--- src/rtl/slack_dual_update_if.sv ---
// Memory-side bus of the ADMM slack/dual stage.
// It carries two read-only primal ports (u, x) and four read/write ports
// for slack (z, v) and dual (y, g) memories.
interface slack_dual_update_if #(
  parameter int unsigned DATA_WIDTH = 16,
  parameter int unsigned ADDR_WIDTH = 9
);
  logic        [ADDR_WIDTH-1:0] u_rdaddress;
  logic signed [DATA_WIDTH-1:0] u_data_out;

  logic        [ADDR_WIDTH-1:0] x_rdaddress;
  logic signed [DATA_WIDTH-1:0] x_data_out;

  logic        [ADDR_WIDTH-1:0] z_rdaddress;
  logic        [ADDR_WIDTH-1:0] z_wraddress;
  logic signed [DATA_WIDTH-1:0] z_data_out;
  logic signed [DATA_WIDTH-1:0] z_data_in;
  logic                         z_wren;

  logic        [ADDR_WIDTH-1:0] y_rdaddress;
  logic        [ADDR_WIDTH-1:0] y_wraddress;
  logic signed [DATA_WIDTH-1:0] y_data_out;
  logic signed [DATA_WIDTH-1:0] y_data_in;
  logic                         y_wren;

  logic        [ADDR_WIDTH-1:0] v_rdaddress;
  logic        [ADDR_WIDTH-1:0] v_wraddress;
  logic signed [DATA_WIDTH-1:0] v_data_out;
  logic signed [DATA_WIDTH-1:0] v_data_in;
  logic                         v_wren;

  logic        [ADDR_WIDTH-1:0] g_rdaddress;
  logic        [ADDR_WIDTH-1:0] g_wraddress;
  logic signed [DATA_WIDTH-1:0] g_data_out;
  logic signed [DATA_WIDTH-1:0] g_data_in;
  logic                         g_wren;

  // Stage side: drives addresses and write data, consumes read data.
  modport master (
    output u_rdaddress, input u_data_out,
    output x_rdaddress, input x_data_out,
    output z_rdaddress, z_wraddress, z_data_in, z_wren, input z_data_out,
    output y_rdaddress, y_wraddress, y_data_in, y_wren, input y_data_out,
    output v_rdaddress, v_wraddress, v_data_in, v_wren, input v_data_out,
    output g_rdaddress, g_wraddress, g_data_in, g_wren, input g_data_out
  );

  // Memory side.
  modport slave (
    input u_rdaddress, output u_data_out,
    input x_rdaddress, output x_data_out,
    input z_rdaddress, z_wraddress, z_data_in, z_wren, output z_data_out,
    input y_rdaddress, y_wraddress, y_data_in, y_wren, output y_data_out,
    input v_rdaddress, v_wraddress, v_data_in, v_wren, output v_data_out,
    input g_rdaddress, g_wraddress, g_data_in, g_wren, output g_data_out
  );
endinterface

--- src/rtl/slack_dual_update.sv ---
// ADMM slack/dual stage.
// Each element is clamped into its box bound to give the new slack, and the
// scaled dual is updated in place. Max-abs primal and dual residuals are
// tracked separately for the input phase and the state phase.
module slack_dual_update #(
  parameter int unsigned STATE_DIM  = 12,
  parameter int unsigned INPUT_DIM  = 4,
  parameter int unsigned HORIZON    = 30,
  parameter int unsigned DATA_WIDTH = 16,
  parameter int unsigned FRAC_BITS  = 8,
  parameter int unsigned ADDR_WIDTH = 9
) (
  input  logic                         clk,
  input  logic                         rst,
  input  logic                         start,
  input  logic [31:0]                  active_horizon,
  input  logic signed [DATA_WIDTH-1:0] rho,
  input  logic signed [DATA_WIDTH-1:0] u_min,
  input  logic signed [DATA_WIDTH-1:0] u_max,
  input  logic signed [DATA_WIDTH-1:0] x_min,
  input  logic signed [DATA_WIDTH-1:0] x_max,
  slack_dual_update_if.master          mem,
  output logic signed [DATA_WIDTH-1:0] pri_res_u,
  output logic signed [DATA_WIDTH-1:0] pri_res_x,
  output logic signed [DATA_WIDTH-1:0] dual_res_u,
  output logic signed [DATA_WIDTH-1:0] dual_res_x,
  output logic                         done
);

  localparam int unsigned SUM_W  = 18;
  localparam int unsigned PROD_W = 2 * DATA_WIDTH;
  localparam int unsigned CNT_W  = 16;

  localparam logic signed [DATA_WIDTH-1:0] D_MAX = {1'b0, {(DATA_WIDTH-1){1'b1}}};
  localparam logic signed [DATA_WIDTH-1:0] D_MIN = {1'b1, {(DATA_WIDTH-1){1'b0}}};

  typedef enum logic [3:0] {
    IDLE, U_ADDR, U_WAIT, U_CALC, U_WRITE,
    X_ADDR, X_WAIT, X_CALC, X_WRITE, FINISH, DONE_ST
  } state_t;

  state_t                        state;
  logic [CNT_W-1:0]              idx;
  logic [CNT_W-1:0]              eu_cnt;
  logic [CNT_W-1:0]              ex_cnt;
  logic signed [DATA_WIDTH-1:0]  max_pri_u;
  logic signed [DATA_WIDTH-1:0]  max_pri_x;
  logic signed [DATA_WIDTH-1:0]  max_dual_u;
  logic signed [DATA_WIDTH-1:0]  max_dual_x;

  // Clamp a wide signed value into the data word range.
  function automatic logic signed [DATA_WIDTH-1:0] sat(input logic signed [PROD_W-1:0] a);
    if (a > PROD_W'(D_MAX))      sat = D_MAX;
    else if (a < PROD_W'(D_MIN)) sat = D_MIN;
    else                         sat = DATA_WIDTH'(a);
  endfunction

  // Absolute value; the most negative word maps to the most positive one.
  function automatic logic signed [DATA_WIDTH-1:0] sabs(input logic signed [DATA_WIDTH-1:0] a);
    if (a == D_MIN)            sabs = D_MAX;
    else if (a[DATA_WIDTH-1])  sabs = -a;
    else                       sabs = a;
  endfunction

  function automatic logic signed [DATA_WIDTH-1:0] sadd(input logic signed [DATA_WIDTH-1:0] a,
                                                         input logic signed [DATA_WIDTH-1:0] b);
    logic signed [SUM_W-1:0] s;
    s = SUM_W'(a) + SUM_W'(b);
    sadd = sat(PROD_W'(s));
  endfunction

  function automatic logic signed [DATA_WIDTH-1:0] ssub(input logic signed [DATA_WIDTH-1:0] a,
                                                         input logic signed [DATA_WIDTH-1:0] b);
    logic signed [SUM_W-1:0] s;
    s = SUM_W'(a) - SUM_W'(b);
    ssub = sat(PROD_W'(s));
  endfunction

  // Element counts for the requested horizon, clamped to the maximum.
  logic [CNT_W-1:0] nh_c, eu_c, ex_c;
  always_comb begin
    nh_c = (active_horizon > 32'(HORIZON)) ? CNT_W'(HORIZON) : CNT_W'(active_horizon);
    eu_c = '0;
    if (nh_c > CNT_W'(1)) eu_c = CNT_W'(INPUT_DIM * 32'(nh_c - CNT_W'(1)));
    ex_c = CNT_W'(STATE_DIM * 32'(nh_c));
  end

  logic [ADDR_WIDTH-1:0] addr_c;
  assign addr_c = ADDR_WIDTH'(idx);

  // Per-element datapath, shared by both phases.
  logic signed [DATA_WIDTH-1:0] prim_c, dual_old_c, slack_old_c, lo_c, hi_c;
  logic signed [DATA_WIDTH-1:0] w_c, slack_new_c, dual_new_c, pri_c, dres_c;
  logic signed [SUM_W-1:0]      ynew_sum_c;
  logic signed [PROD_W-1:0]     prod_c;
  always_comb begin
    prim_c      = mem.u_data_out;
    dual_old_c  = mem.y_data_out;
    slack_old_c = mem.z_data_out;
    lo_c        = u_min;
    hi_c        = u_max;
    if (state == X_CALC) begin
      prim_c      = mem.x_data_out;
      dual_old_c  = mem.g_data_out;
      slack_old_c = mem.v_data_out;
      lo_c        = x_min;
      hi_c        = x_max;
    end
    w_c = sadd(prim_c, dual_old_c);
    if (w_c > hi_c)      slack_new_c = hi_c;
    else if (w_c < lo_c) slack_new_c = lo_c;
    else                 slack_new_c = w_c;
    ynew_sum_c = SUM_W'(dual_old_c) + SUM_W'(prim_c) - SUM_W'(slack_new_c);
    dual_new_c = sat(PROD_W'(ynew_sum_c));
    pri_c      = sabs(ssub(prim_c, slack_new_c));
    prod_c     = PROD_W'(rho) * PROD_W'(sabs(ssub(slack_new_c, slack_old_c)));
    dres_c     = sat(prod_c >>> FRAC_BITS);
  end

  // Sequencer: four cycles per element, input phase then state phase.
  always_ff @(posedge clk) begin
    if (rst) begin
      state           <= IDLE;
      idx             <= '0;
      eu_cnt          <= '0;
      ex_cnt          <= '0;
      max_pri_u       <= '0;
      max_pri_x       <= '0;
      max_dual_u      <= '0;
      max_dual_x      <= '0;
      pri_res_u       <= '0;
      pri_res_x       <= '0;
      dual_res_u      <= '0;
      dual_res_x      <= '0;
      done            <= 1'b0;
      mem.u_rdaddress <= '0;
      mem.x_rdaddress <= '0;
      mem.z_rdaddress <= '0;
      mem.y_rdaddress <= '0;
      mem.v_rdaddress <= '0;
      mem.g_rdaddress <= '0;
      mem.z_wraddress <= '0;
      mem.y_wraddress <= '0;
      mem.v_wraddress <= '0;
      mem.g_wraddress <= '0;
      mem.z_data_in   <= '0;
      mem.y_data_in   <= '0;
      mem.v_data_in   <= '0;
      mem.g_data_in   <= '0;
      mem.z_wren      <= 1'b0;
      mem.y_wren      <= 1'b0;
      mem.v_wren      <= 1'b0;
      mem.g_wren      <= 1'b0;
    end else begin
      mem.z_wren <= 1'b0;
      mem.y_wren <= 1'b0;
      mem.v_wren <= 1'b0;
      mem.g_wren <= 1'b0;
      case (state)
        IDLE: begin
          if (start) begin
            max_pri_u  <= '0;
            max_pri_x  <= '0;
            max_dual_u <= '0;
            max_dual_x <= '0;
            eu_cnt     <= eu_c;
            ex_cnt     <= ex_c;
            idx        <= '0;
            if (eu_c != '0)      state <= U_ADDR;
            else if (ex_c != '0) state <= X_ADDR;
            else                 state <= FINISH;
          end
        end
        U_ADDR: begin
          mem.u_rdaddress <= addr_c;
          mem.z_rdaddress <= addr_c;
          mem.y_rdaddress <= addr_c;
          state           <= U_WAIT;
        end
        U_WAIT: state <= U_CALC;
        U_CALC: begin
          mem.z_data_in   <= slack_new_c;
          mem.y_data_in   <= dual_new_c;
          mem.z_wraddress <= addr_c;
          mem.y_wraddress <= addr_c;
          mem.z_wren      <= 1'b1;
          mem.y_wren      <= 1'b1;
          if (pri_c > max_pri_u)   max_pri_u  <= pri_c;
          if (dres_c > max_dual_u) max_dual_u <= dres_c;
          state <= U_WRITE;
        end
        U_WRITE: begin
          if (idx == eu_cnt - CNT_W'(1)) begin
            idx   <= '0;
            state <= (ex_cnt != '0) ? X_ADDR : FINISH;
          end else begin
            idx   <= idx + CNT_W'(1);
            state <= U_ADDR;
          end
        end
        X_ADDR: begin
          mem.x_rdaddress <= addr_c;
          mem.v_rdaddress <= addr_c;
          mem.g_rdaddress <= addr_c;
          state           <= X_WAIT;
        end
        X_WAIT: state <= X_CALC;
        X_CALC: begin
          mem.v_data_in   <= slack_new_c;
          mem.g_data_in   <= dual_new_c;
          mem.v_wraddress <= addr_c;
          mem.g_wraddress <= addr_c;
          mem.v_wren      <= 1'b1;
          mem.g_wren      <= 1'b1;
          if (pri_c > max_pri_x)   max_pri_x  <= pri_c;
          if (dres_c > max_dual_x) max_dual_x <= dres_c;
          state <= X_WRITE;
        end
        X_WRITE: begin
          if (idx == ex_cnt - CNT_W'(1)) begin
            idx   <= '0;
            state <= FINISH;
          end else begin
            idx   <= idx + CNT_W'(1);
            state <= X_ADDR;
          end
        end
        FINISH: begin
          pri_res_u  <= max_pri_u;
          pri_res_x  <= max_pri_x;
          dual_res_u <= max_dual_u;
          dual_res_x <= max_dual_x;
          state      <= DONE_ST;
        end
        DONE_ST: begin
          if (!done) begin
            done <= 1'b1;
          end else if (!start) begin
            done  <= 1'b0;
            state <= IDLE;
          end
        end
        default: state <= IDLE;
      endcase
    end
  end

endmodule

--- src/flat_wrapper.sv ---
// flat-port wrapper written by rule: the top's interface ports become plain ports
module slack_dual_update_flat 
#(
  parameter int unsigned STATE_DIM  = 12,
  parameter int unsigned INPUT_DIM  = 4,
  parameter int unsigned HORIZON    = 30,
  parameter int unsigned DATA_WIDTH = 16,
  parameter int unsigned FRAC_BITS  = 8,
  parameter int unsigned ADDR_WIDTH = 9
)
  (clk, rst, start, active_horizon, rho, u_min, u_max, x_min, x_max, pri_res_u, pri_res_x, dual_res_u, dual_res_x, done, mem_u_rdaddress, mem_u_data_out, mem_x_rdaddress, mem_x_data_out, mem_z_rdaddress, mem_z_wraddress, mem_z_data_in, mem_z_wren, mem_z_data_out, mem_y_rdaddress, mem_y_wraddress, mem_y_data_in, mem_y_wren, mem_y_data_out, mem_v_rdaddress, mem_v_wraddress, mem_v_data_in, mem_v_wren, mem_v_data_out, mem_g_rdaddress, mem_g_wraddress, mem_g_data_in, mem_g_wren, mem_g_data_out);
  slack_dual_update_if #(.DATA_WIDTH(DATA_WIDTH), .ADDR_WIDTH(ADDR_WIDTH)) mem_i ();
  input  logic clk;
  input  logic rst;
  input  logic start;
  input  logic [31:0] active_horizon;
  input  logic signed [DATA_WIDTH-1:0] rho;
  input  logic signed [DATA_WIDTH-1:0] u_min;
  input  logic signed [DATA_WIDTH-1:0] u_max;
  input  logic signed [DATA_WIDTH-1:0] x_min;
  input  logic signed [DATA_WIDTH-1:0] x_max;
  output logic signed [DATA_WIDTH-1:0] pri_res_u;
  output logic signed [DATA_WIDTH-1:0] pri_res_x;
  output logic signed [DATA_WIDTH-1:0] dual_res_u;
  output logic signed [DATA_WIDTH-1:0] dual_res_x;
  output logic done;
  output wire logic [$bits(mem_i.u_rdaddress)-1:0] mem_u_rdaddress;
  input wire logic [$bits(mem_i.u_data_out)-1:0] mem_u_data_out;
  output wire logic [$bits(mem_i.x_rdaddress)-1:0] mem_x_rdaddress;
  input wire logic [$bits(mem_i.x_data_out)-1:0] mem_x_data_out;
  output wire logic [$bits(mem_i.z_rdaddress)-1:0] mem_z_rdaddress;
  output wire logic [$bits(mem_i.z_wraddress)-1:0] mem_z_wraddress;
  output wire logic [$bits(mem_i.z_data_in)-1:0] mem_z_data_in;
  output wire logic [$bits(mem_i.z_wren)-1:0] mem_z_wren;
  input wire logic [$bits(mem_i.z_data_out)-1:0] mem_z_data_out;
  output wire logic [$bits(mem_i.y_rdaddress)-1:0] mem_y_rdaddress;
  output wire logic [$bits(mem_i.y_wraddress)-1:0] mem_y_wraddress;
  output wire logic [$bits(mem_i.y_data_in)-1:0] mem_y_data_in;
  output wire logic [$bits(mem_i.y_wren)-1:0] mem_y_wren;
  input wire logic [$bits(mem_i.y_data_out)-1:0] mem_y_data_out;
  output wire logic [$bits(mem_i.v_rdaddress)-1:0] mem_v_rdaddress;
  output wire logic [$bits(mem_i.v_wraddress)-1:0] mem_v_wraddress;
  output wire logic [$bits(mem_i.v_data_in)-1:0] mem_v_data_in;
  output wire logic [$bits(mem_i.v_wren)-1:0] mem_v_wren;
  input wire logic [$bits(mem_i.v_data_out)-1:0] mem_v_data_out;
  output wire logic [$bits(mem_i.g_rdaddress)-1:0] mem_g_rdaddress;
  output wire logic [$bits(mem_i.g_wraddress)-1:0] mem_g_wraddress;
  output wire logic [$bits(mem_i.g_data_in)-1:0] mem_g_data_in;
  output wire logic [$bits(mem_i.g_wren)-1:0] mem_g_wren;
  input wire logic [$bits(mem_i.g_data_out)-1:0] mem_g_data_out;
  assign mem_u_rdaddress = mem_i.u_rdaddress;
  assign mem_i.u_data_out = mem_u_data_out;
  assign mem_x_rdaddress = mem_i.x_rdaddress;
  assign mem_i.x_data_out = mem_x_data_out;
  assign mem_z_rdaddress = mem_i.z_rdaddress;
  assign mem_z_wraddress = mem_i.z_wraddress;
  assign mem_z_data_in = mem_i.z_data_in;
  assign mem_z_wren = mem_i.z_wren;
  assign mem_i.z_data_out = mem_z_data_out;
  assign mem_y_rdaddress = mem_i.y_rdaddress;
  assign mem_y_wraddress = mem_i.y_wraddress;
  assign mem_y_data_in = mem_i.y_data_in;
  assign mem_y_wren = mem_i.y_wren;
  assign mem_i.y_data_out = mem_y_data_out;
  assign mem_v_rdaddress = mem_i.v_rdaddress;
  assign mem_v_wraddress = mem_i.v_wraddress;
  assign mem_v_data_in = mem_i.v_data_in;
  assign mem_v_wren = mem_i.v_wren;
  assign mem_i.v_data_out = mem_v_data_out;
  assign mem_g_rdaddress = mem_i.g_rdaddress;
  assign mem_g_wraddress = mem_i.g_wraddress;
  assign mem_g_data_in = mem_i.g_data_in;
  assign mem_g_wren = mem_i.g_wren;
  assign mem_i.g_data_out = mem_g_data_out;
  slack_dual_update #(.STATE_DIM(STATE_DIM), .INPUT_DIM(INPUT_DIM), .HORIZON(HORIZON), .DATA_WIDTH(DATA_WIDTH), .FRAC_BITS(FRAC_BITS), .ADDR_WIDTH(ADDR_WIDTH)) u_core (.clk(clk), .rst(rst), .start(start), .active_horizon(active_horizon), .rho(rho), .u_min(u_min), .u_max(u_max), .x_min(x_min), .x_max(x_max), .mem(mem_i), .pri_res_u(pri_res_u), .pri_res_x(pri_res_x), .dual_res_u(dual_res_u), .dual_res_x(dual_res_x), .done(done));
endmodule
--- config.mk ---
export PLATFORM = sky130hd
export DESIGN_NAME = slack_dual_update_flat
export DESIGN_NICKNAME = d
export VERILOG_FILES = /design/src/rtl/slack_dual_update_if.sv /design/src/rtl/slack_dual_update.sv /design/src/flat_wrapper.sv
export SDC_FILE = /design/constraint.sdc
export NUM_CORES = 2
export LEC_CHECK = 0
export BUFFER_PORTS_ARGS = -buffer_cell sky130_fd_sc_hd__buf_2
export CELL_PAD_IN_SITES_DETAIL_PLACEMENT = 1
export CELL_PAD_IN_SITES_GLOBAL_PLACEMENT = 2
export CORE_MARGIN = 2
export CORE_UTILIZATION = 32
export DETAILED_ROUTE_END_ITERATION = 10
export PLACE_DENSITY_LB_ADDON = 0.25
export SYNTH_ARGS = -nofsm -noshare
export SYNTH_HDL_FRONTEND = slang
export SYNTH_SLANG_ARGS = --single-unit
--- constraint.sdc ---
create_clock -name clk -period 21.2 [get_ports clk]
set_clock_uncertainty 0.15 [all_clocks]
set_input_delay 0 -clock clk [delete_from_list [all_inputs] [get_ports clk]]
set_output_delay 0 -clock clk [all_outputs]
set_load 0.01 [all_outputs]
======== Yosys cells after proc, flatten, opt, wreduce, memory -nomap -nowiden ========
Index checks and enable logic that the tools add are counted.
cells by class
  $add $sub $neg .......................... 10
  multipliers ............................. 2
  $lt $le $gt $ge ......................... 18
  equal/unequal tests ..................... 21
  muxes and demuxes ....................... 48
  reduce and logical (&&, ||, !) cells .... 14
operator list
  cell                                                              number
  two-way mux 16 bit                                                30
  one-hot mux 16 bit (2 select lines)                               4
  greater-than comparator 16 bit                                    5
  greater-than comparator 17 x 16 -> 1 bit (second input constant)  3
  < comparator 17 x 16 -> 1 bit (second input constant)             3
  one-hot mux 16 bit (3 select lines)                               1
  nonzero test 16 bit                                               3
  one-hot mux 4 bit (11 select lines)                               1
  subtractor 16 x 16 -> 17 bit                                      2
  == test 16 bit                                                    2
  == test 16 bit (second input constant)                            2
  greater-than comparator 32 x 5 -> 1 bit (second input constant)   1
  multiplier 16 x 16 -> 32 bit                                      1
  two-way mux 4 bit                                                 8
  negator 16 bit                                                    2
  subtractor 16 x 1 -> 16 bit (second input constant)               2
  greater-than comparator 24 x 16 -> 1 bit (second input constant)  1
  < comparator 24 x 16 -> 1 bit (second input constant)             1
  greater-than comparator 18 x 16 -> 1 bit (second input constant)  1
  < comparator 18 x 16 -> 1 bit (second input constant)             1
  subtractor 17 x 16 -> 18 bit                                      1
  adder 16 x 16 -> 17 bit                                           1
  adder 16 x 1 -> 16 bit (second input constant)                    1
  == test 4 x 3 -> 1 bit (second input constant)                    4
  15 further kinds                                                  32
word-level totals
  flip-flop bits (word level) ............. 281
  input port bits ......................... 211
  output and inout port bits .............. 223
  word-level logic and storage cells ...... 136

======== Logic depth before layout (Yosys ltp) ========
  depth in word-level cells ............... 23
  depth in mapped cells ................... 103
  mapped depth without buffers ............ 88

======== Least setup slack after synthesis ========
No wires, ideal clock.
  kind .................................... register to register
  start ................................... reg u_core.state[0]
  end ..................................... reg u_core.max_dual_u[10]
  setup time .............................. 70 ps
  arrival ................................. 20,711 ps
  required time ........................... 20,980 ps
  path slack .............................. 269 ps
  cell stages (with the launch flop) ...... 97
  path buffers ............................ 15
  clock period less this slack ............ 20,931 ps
  cell sequence ........................... dfxtp_1 -> buf_2 -> and4b_1 -> buf_4 -> buf_2 -> clkbuf_1 -> buf_1 -> clkbuf_1 -> buf_1 -> clkbuf_1 -> clkbuf_1 -> nand2_1 -> nand2_1 -> ha_1 -> inv_1 -> fa_1 -> nand2b_1 -> a21oi_1 -> (+61 left out) -> a21oi_2 -> inv_1 -> ha_1 -> a21oi_1 -> nor2b_1 -> o21ai_0 -> a21boi_0 -> o21ai_0 -> nand2b_1 -> a21oi_1 -> nor3_1 -> a2111oi_0 -> xnor2_1 -> nor3_1 -> nor3_1 -> clkbuf_1 -> nand2_1 -> o21ai_1
between the ends
  word-level cells in the longest chain between the ends .. 23
  elaborated cells between the ends (all ways) .. 38
  classes of those cells .................. add/sub: 3; mul: 1; order compare: 9; eq/ne: 5; mux: 17; reduce/logical: 3
RTL lines
  element                                  line                      RTL
  from (decl)                              slack_dual_update.sv:42   state_t state;
  from (signal assigned)                   slack_dual_update.sv:195  state <= (ex_cnt != '0) ? X_ADDR : FINISH;
  == test 4 x 3 -> 1 bit                   slack_dual_update.sv:102  if (state == X_CALC) begin
  two-way mux 16 bit                       slack_dual_update.sv:102
  adder 16 x 16 -> 17 bit                  slack_dual_update.sv:68   s = SUM_W'(a) + SUM_W'(b);
  < comparator 17 x 16 -> 1 bit            slack_dual_update.sv:54   else if (a < PROD_W'(D_MIN)) sat = D_MIN;
  two-way mux 16 bit                       slack_dual_update.sv:54
  two-way mux 16 bit                       slack_dual_update.sv:53   if (a > PROD_W'(D_MAX)) sat = D_MAX;
  < comparator 16 bit                      slack_dual_update.sv:111  else if (w_c < lo_c) slack_new_c = lo_c;
  two-way mux 16 bit                       slack_dual_update.sv:111
  (+7 left out)                            -
  two-way mux 16 bit                       slack_dual_update.sv:60   if (a == D_MIN) sabs = D_MAX;
  multiplier 16 x 16 -> 32 bit             slack_dual_update.sv:116  prod_c = PROD_W'(rho) * PROD_W'(sabs(ssub(slack_new_c, slack_old_c)));
  < comparator 24 x 16 -> 1 bit            slack_dual_update.sv:54
  two-way mux 16 bit                       slack_dual_update.sv:54
  two-way mux 16 bit                       slack_dual_update.sv:53
  greater-than comparator 16 bit           slack_dual_update.sv:189  if (dres_c > max_dual_u) max_dual_u <= dres_c;
  != test 2 x 1 -> 1 bit (no source line)  -
  AND reduction 3 bit (no source line)     -
  to (signal assigned)                     slack_dual_update.sv:189
  to (decl)                                slack_dual_update.sv:48   logic signed [DATA_WIDTH-1:0] max_dual_u;
Parallel ways exist; a longest one is shown, timed or not. The select of a mux whose other input is x is not followed.
A chain may end at the register's enable or synchronous reset.

======== Worst setup path after layout ========
  start ................................... reg u_core.state[1]
  end ..................................... reg u_core.max_dual_u[9]
between the ends
  word-level cells in the longest chain between the ends .. 23
  elaborated cells between the ends (all ways) .. 38
  classes of those cells .................. add/sub: 3; mul: 1; order compare: 9; eq/ne: 5; mux: 17; reduce/logical: 3
RTL lines
  element                                  line                      RTL
  == test 4 x 3 -> 1 bit *                 slack_dual_update.sv:102
  two-way mux 16 bit                       slack_dual_update.sv:102
  adder 16 x 16 -> 17 bit                  slack_dual_update.sv:68
  < comparator 17 x 16 -> 1 bit            slack_dual_update.sv:54
  two-way mux 16 bit                       slack_dual_update.sv:54
  two-way mux 16 bit                       slack_dual_update.sv:53
  < comparator 16 bit                      slack_dual_update.sv:111
  two-way mux 16 bit                       slack_dual_update.sv:111
  (+1 left out)                            -
  named net u_core.slack_new_c[9]          slack_dual_update.sv:93   logic signed [DATA_WIDTH-1:0] w_c, slack_new_c, dual_new_c, pri_c, dres_c;
  (+6 left out)                            -
  two-way mux 16 bit *                     slack_dual_update.sv:60
  multiplier 16 x 16 -> 32 bit *           slack_dual_update.sv:116
  < comparator 24 x 16 -> 1 bit            slack_dual_update.sv:54
  two-way mux 16 bit                       slack_dual_update.sv:54
  two-way mux 16 bit *                     slack_dual_update.sv:53
  greater-than comparator 16 bit           slack_dual_update.sv:189
  != test 2 x 1 -> 1 bit (no source line)  -
  AND reduction 3 bit (no source line)     -
Mark *: on every way through the listed nets, which the timed path passes. The rest lies on a longest branch. The select of a mux whose other input is x is not followed.

==> impl_summary.log <==
[metrics] Core ar.: 98,000 um2
[metrics] total of max-cap violations: 0
[metrics] die width: about 320 um
[metrics] global placement routability congestion: between 0.8 and 0.9
[metrics] yosys synthesis warning count: 0
[metrics] buffer levels on the longest clock path: 3
[metrics] result of the run: finished clean
[metrics] clock tree from TritonCTS: yes
[metrics] DRC: 0
[metrics] startpoint kind of the worst setup timing path: flip-flop
[metrics] Max Fanout on Critical Path: 38
[metrics] maximum number of pins on one net before global-route repair: just under 100
[metrics] number of clock sinks seen by CTS: 279
[metrics] Post-synth EDFFs: 0
[metrics] critical path start-end classification: reg2reg
[metrics] via count: around 30,000
[metrics] register area: ~5600 um2
[metrics] Initial Util: approximately 32%
[metrics] setup repair after global routing missed its margin: no
[metrics] Cells after Synth: about 4,100
[metrics] aggregate global routing overflow: 0
[metrics] number of hold violations in the final report: 0
[metrics] Slowest-stage cell, CP: sky130_fd_sc_hd__or4_1
[metrics] total negative setup slack: 0 ns
[metrics] number of port buffers: about 430
[metrics] H-tree depth: 2
[metrics] library cell with the largest summed area after synthesis: sky130_fd_sc_hd__dfxtp_1
[metrics] type of element capturing the critical path: flip-flop
[metrics] number of rows created at floorplan: between 100 and 150
[metrics] first-iteration detailed-routing DRC count: ~1,500
[metrics] actual transition at the worst max-transition pin: approximately 1.1 ns
[metrics] vias in the first global route: just over 30,000
[metrics] number of routed nets with antenna violations: 0
[metrics] worst max-slew margin expressed relative to the limit: about a quarter
[metrics] worst endpoint required time: between 20 and 25 ns
[metrics] post-synthesis cell type count: 95
[metrics] clock transition at the register clock pins on the worst setup and hold paths after CTS: ~0.06 ns
[metrics] area of all placed cells without fillers: 36,300 um2
[metrics] ratio of routed vias to standard cells: between 5 and 6
[metrics] library cell appearing most often on the critical path: sky130_fd_sc_hd__a21oi_1
[metrics] Peak Freq: a little over 50 MHz
[metrics] Crit path arrival time: 20.20 ns
[metrics] Final Critical Period: roughly 20 ns
[metrics] clock latency on the worst-skew pair: 0.59 ns
[metrics] Max Slew Vio Count: 0
[metrics] slowest stage delay, CP: roughly 0.60 ns
[metrics] overall routed net length: ~120 mm
[metrics] global router's overall resource usage: between 20% and 30%
[metrics] part of the cycle the worst path needs: 93.7%
[metrics] mean instance size in the synthesized netlist: about 7.7 um2
[metrics] combined area of all synthesized cells: roughly 32,000 um2
[metrics] P&R area growth vs syn: 15.0%
[metrics] area share of the largest cell type after synthesis: between 15 and 20%
[metrics] average wire length per cell after detail routing: 20.5 um
[metrics] number of nets at the end of the flow: roughly 5,100
[metrics] core occupancy in the finished layout: between 30% and 40%
[metrics] antenna violations before repair: 9
[metrics] layout cells sized above 1: about 14%
[metrics] Synth Flop Type: sky130_fd_sc_hd__dfxtp_1
[metrics] Boundary Pins: ~430
[metrics] first-pass GRT wire length: 181 mm
[metrics] number of optimization iterations in the first detailed-route pass: 5
[metrics] final setup violation count: 0
[metrics] die area: between 100,000 and 150,000 um2
[metrics] total placed instance area: 34,800 um2
[metrics] number of buffers created by CTS: 35
[metrics] cell at the root of the clock tree: sky130_fd_sc_hd__clkbuf_16
[metrics] HP Class: in2reg
[metrics] FFs w/ async S/R, synth: 0%
[metrics] FF+latch count, synth: 279
[metrics] die boundary height: about 320 um
[metrics] fill cell instance count of the final layout: between 10,000 and 15,000
[metrics] top cells by area, synth: sky130_fd_sc_hd__dfxtp_1 (18%), sky130_fd_sc_hd__fa_1 (17%), sky130_fd_sc_hd__ha_1 (10%)
[metrics] detailed-placement wirelength estimate: 95.8 mm
[metrics] Seq/Total Area, Yosys: about 18%
[metrics] footprint of the multi-input gates: 23,300 um2
## registers in the layout (all words and copies together), names as in the netlist
register                flops
u_core.dual_res_u          16
u_core.dual_res_x          16
u_core.idx                 16
u_core.max_dual_u          16
u_core.max_dual_x          16
u_core.max_pri_u           16
u_core.max_pri_x           16
u_core.mem.g_data_in       16
u_core.mem.v_data_in       16
u_core.mem.y_data_in       16
u_core.mem.z_data_in       16
u_core.pri_res_u           16
u_core.pri_res_x           16
u_core.eu_cnt              14
u_core.ex_cnt              14
u_core.mem.u_rdaddress      9
u_core.mem.v_wraddress      9
u_core.mem.x_rdaddress      9
u_core.mem.z_wraddress      9
u_core.state                4
u_core.done                 1
u_core.mem.g_wren           1
u_core.mem.z_wren           1
## cells by family after synthesis
group / after synthesis / synth area share [%]
AO/OA/AOI/OAI: 884 / 17.9
buffers and inverters: 712 / 9.22
XOR/XNOR: 152 / 4.22
multiplexers: 58 / 1.85
AND/OR/NAND/NOR: 1457 / 21.6
adder cells (fa/ha/maj): 539 / 27.5
flip-flops: 279 / 17.7
other: 2 / 0.0238
## metrics by stage
step	instances	hold WS [ns]	worst slack, ns
3_3_place_gp	5658	0.260	0.479
4_1_cts	5728	0.00679	0.0803
6_report	5732	0.0190	1.34
5_1_grt	5732	0.0665	0.0127
3_5_place_dp	5658	0.262	0.0354
2_1_floorplan	4120	0.0700	0.269
## layout by cell type, fill, tap and decap left out, types with 54 or more instances in the layout
| cell | synthesis | layout |
|---|---|---|
| sky130_fd_sc_hd__xnor2_1 | 103 | 103 |
| sky130_fd_sc_hd__buf_2 | 9 | 432 |
| sky130_fd_sc_hd__nor2_1 | 270 | 268 |
| sky130_fd_sc_hd__and2_1 | 124 | 124 |
| sky130_fd_sc_hd__dfxtp_1 | 279 | 275 |
| sky130_fd_sc_hd__ha_1 | 255 | 255 |
| sky130_fd_sc_hd__mux2i_1 | 55 | 54 |
| sky130_fd_sc_hd__nand2_1 | 645 | 643 |
| sky130_fd_sc_hd__o21ai_0 | 132 | 131 |
| sky130_fd_sc_hd__buf_4 | 58 | 62 |
| sky130_fd_sc_hd__inv_1 | 466 | 466 |
| sky130_fd_sc_hd__a21oi_1 | 325 | 325 |
| sky130_fd_sc_hd__fa_1 | 263 | 263 |
| sky130_fd_sc_hd__a211oi_1 | 72 | 70 |
| sky130_fd_sc_hd__nor2b_1 | 54 | 54 |
## cell usage after synthesis (23+ instances only)
cell                         n
sky130_fd_sc_hd__nor2_1    270
sky130_fd_sc_hd__fa_1      263
sky130_fd_sc_hd__or3_1      25
sky130_fd_sc_hd__xor2_1     49
sky130_fd_sc_hd__nor3_1     54
sky130_fd_sc_hd__nand2b_1   51
sky130_fd_sc_hd__a211oi_1   72
sky130_fd_sc_hd__mux2i_1    55
sky130_fd_sc_hd__xnor2_1   103
sky130_fd_sc_hd__buf_4      58
sky130_fd_sc_hd__nand3_1    50
sky130_fd_sc_hd__o21bai_1   24
sky130_fd_sc_hd__nand2_1   645
sky130_fd_sc_hd__and3_1     29
sky130_fd_sc_hd__nor2b_1    54
sky130_fd_sc_hd__o211ai_1   23
sky130_fd_sc_hd__nand4_1    41
sky130_fd_sc_hd__nor4_1     25
sky130_fd_sc_hd__dfxtp_1   279
sky130_fd_sc_hd__ha_1      255
sky130_fd_sc_hd__a21oi_1   325
sky130_fd_sc_hd__o21ai_0   132
sky130_fd_sc_hd__a21o_1     48
sky130_fd_sc_hd__o21ai_1    36
sky130_fd_sc_hd__inv_1     466
sky130_fd_sc_hd__clkbuf_1  166
sky130_fd_sc_hd__a31oi_1    38
sky130_fd_sc_hd__and2_1    124
## routing by layer
layer | part of all wire (%) | GRT usage (%) | vias to the layer above
met4 | 2.4 | 5.44 | 2
met5 | 0.021 | 0 | -
met2 | 47 | 38.3 | 617
met1 | 47 | 30.6 | 14362
li1 | - | - | 14256
met3 | 4.4 | 3.15 | 134
## critical path: cells and delay by family (launching register included)
family | cells | cell delay, ns
buf+inv | 13 | 1.84
compound gates | 37 | 7.02
fa+ha+maj | 13 | 5.69
flops | 1 | 0.53
xor+xnor | 3 | 0.65
simple gates | 19 | 3.76
## worst paths after layout
path	from	end	slack (ns)	cells after the start
worst min register to register	u_core.pri_res_u[3]$_SDFFE_PP0P_	u_core.pri_res_u[3]$_SDFFE_PP0P_	0.30	2
worst min-delay path	active_horizon[1]	u_core.ex_cnt[3]$_SDFFE_PP0P_	0.02	5
worst max register to register	u_core.state[1]$_SDFFE_PP0P_	u_core.max_dual_u[9]$_SDFFE_PP0P_	1.34	85
worst max-delay path	u_core.state[1]$_SDFFE_PP0P_	u_core.max_dual_u[9]$_SDFFE_PP0P_	1.34	85
## final cells by class
| type | instances | area share, % |
|---|---|---|
| antenna | 2 | 0.0138 |
| clock buffer | 45 | 2.68 |
| clock inverter | 17 | 0.724 |
| inverter | 468 | 4.85 |
| multi-input combinational | 3130 | 64.3 |
| sequential | 279 | 15.4 |
| tap | 1287 | 4.44 |
| timing repair buffer | 504 | 7.56 |
## repair_timing
action	in CTS	in global routing
resized for setup	1	26
endpoints found under the setup margin	10	32
hold buffers	8	0
endpoints found under the hold margin	88	0
gates cloned	0	1
pin swaps	0	3
setup buffers	0	1
Power is left out: the tool's default activity adds up to more than one toggle a clock period on the data nets, which glitch-free logic cannot reach.
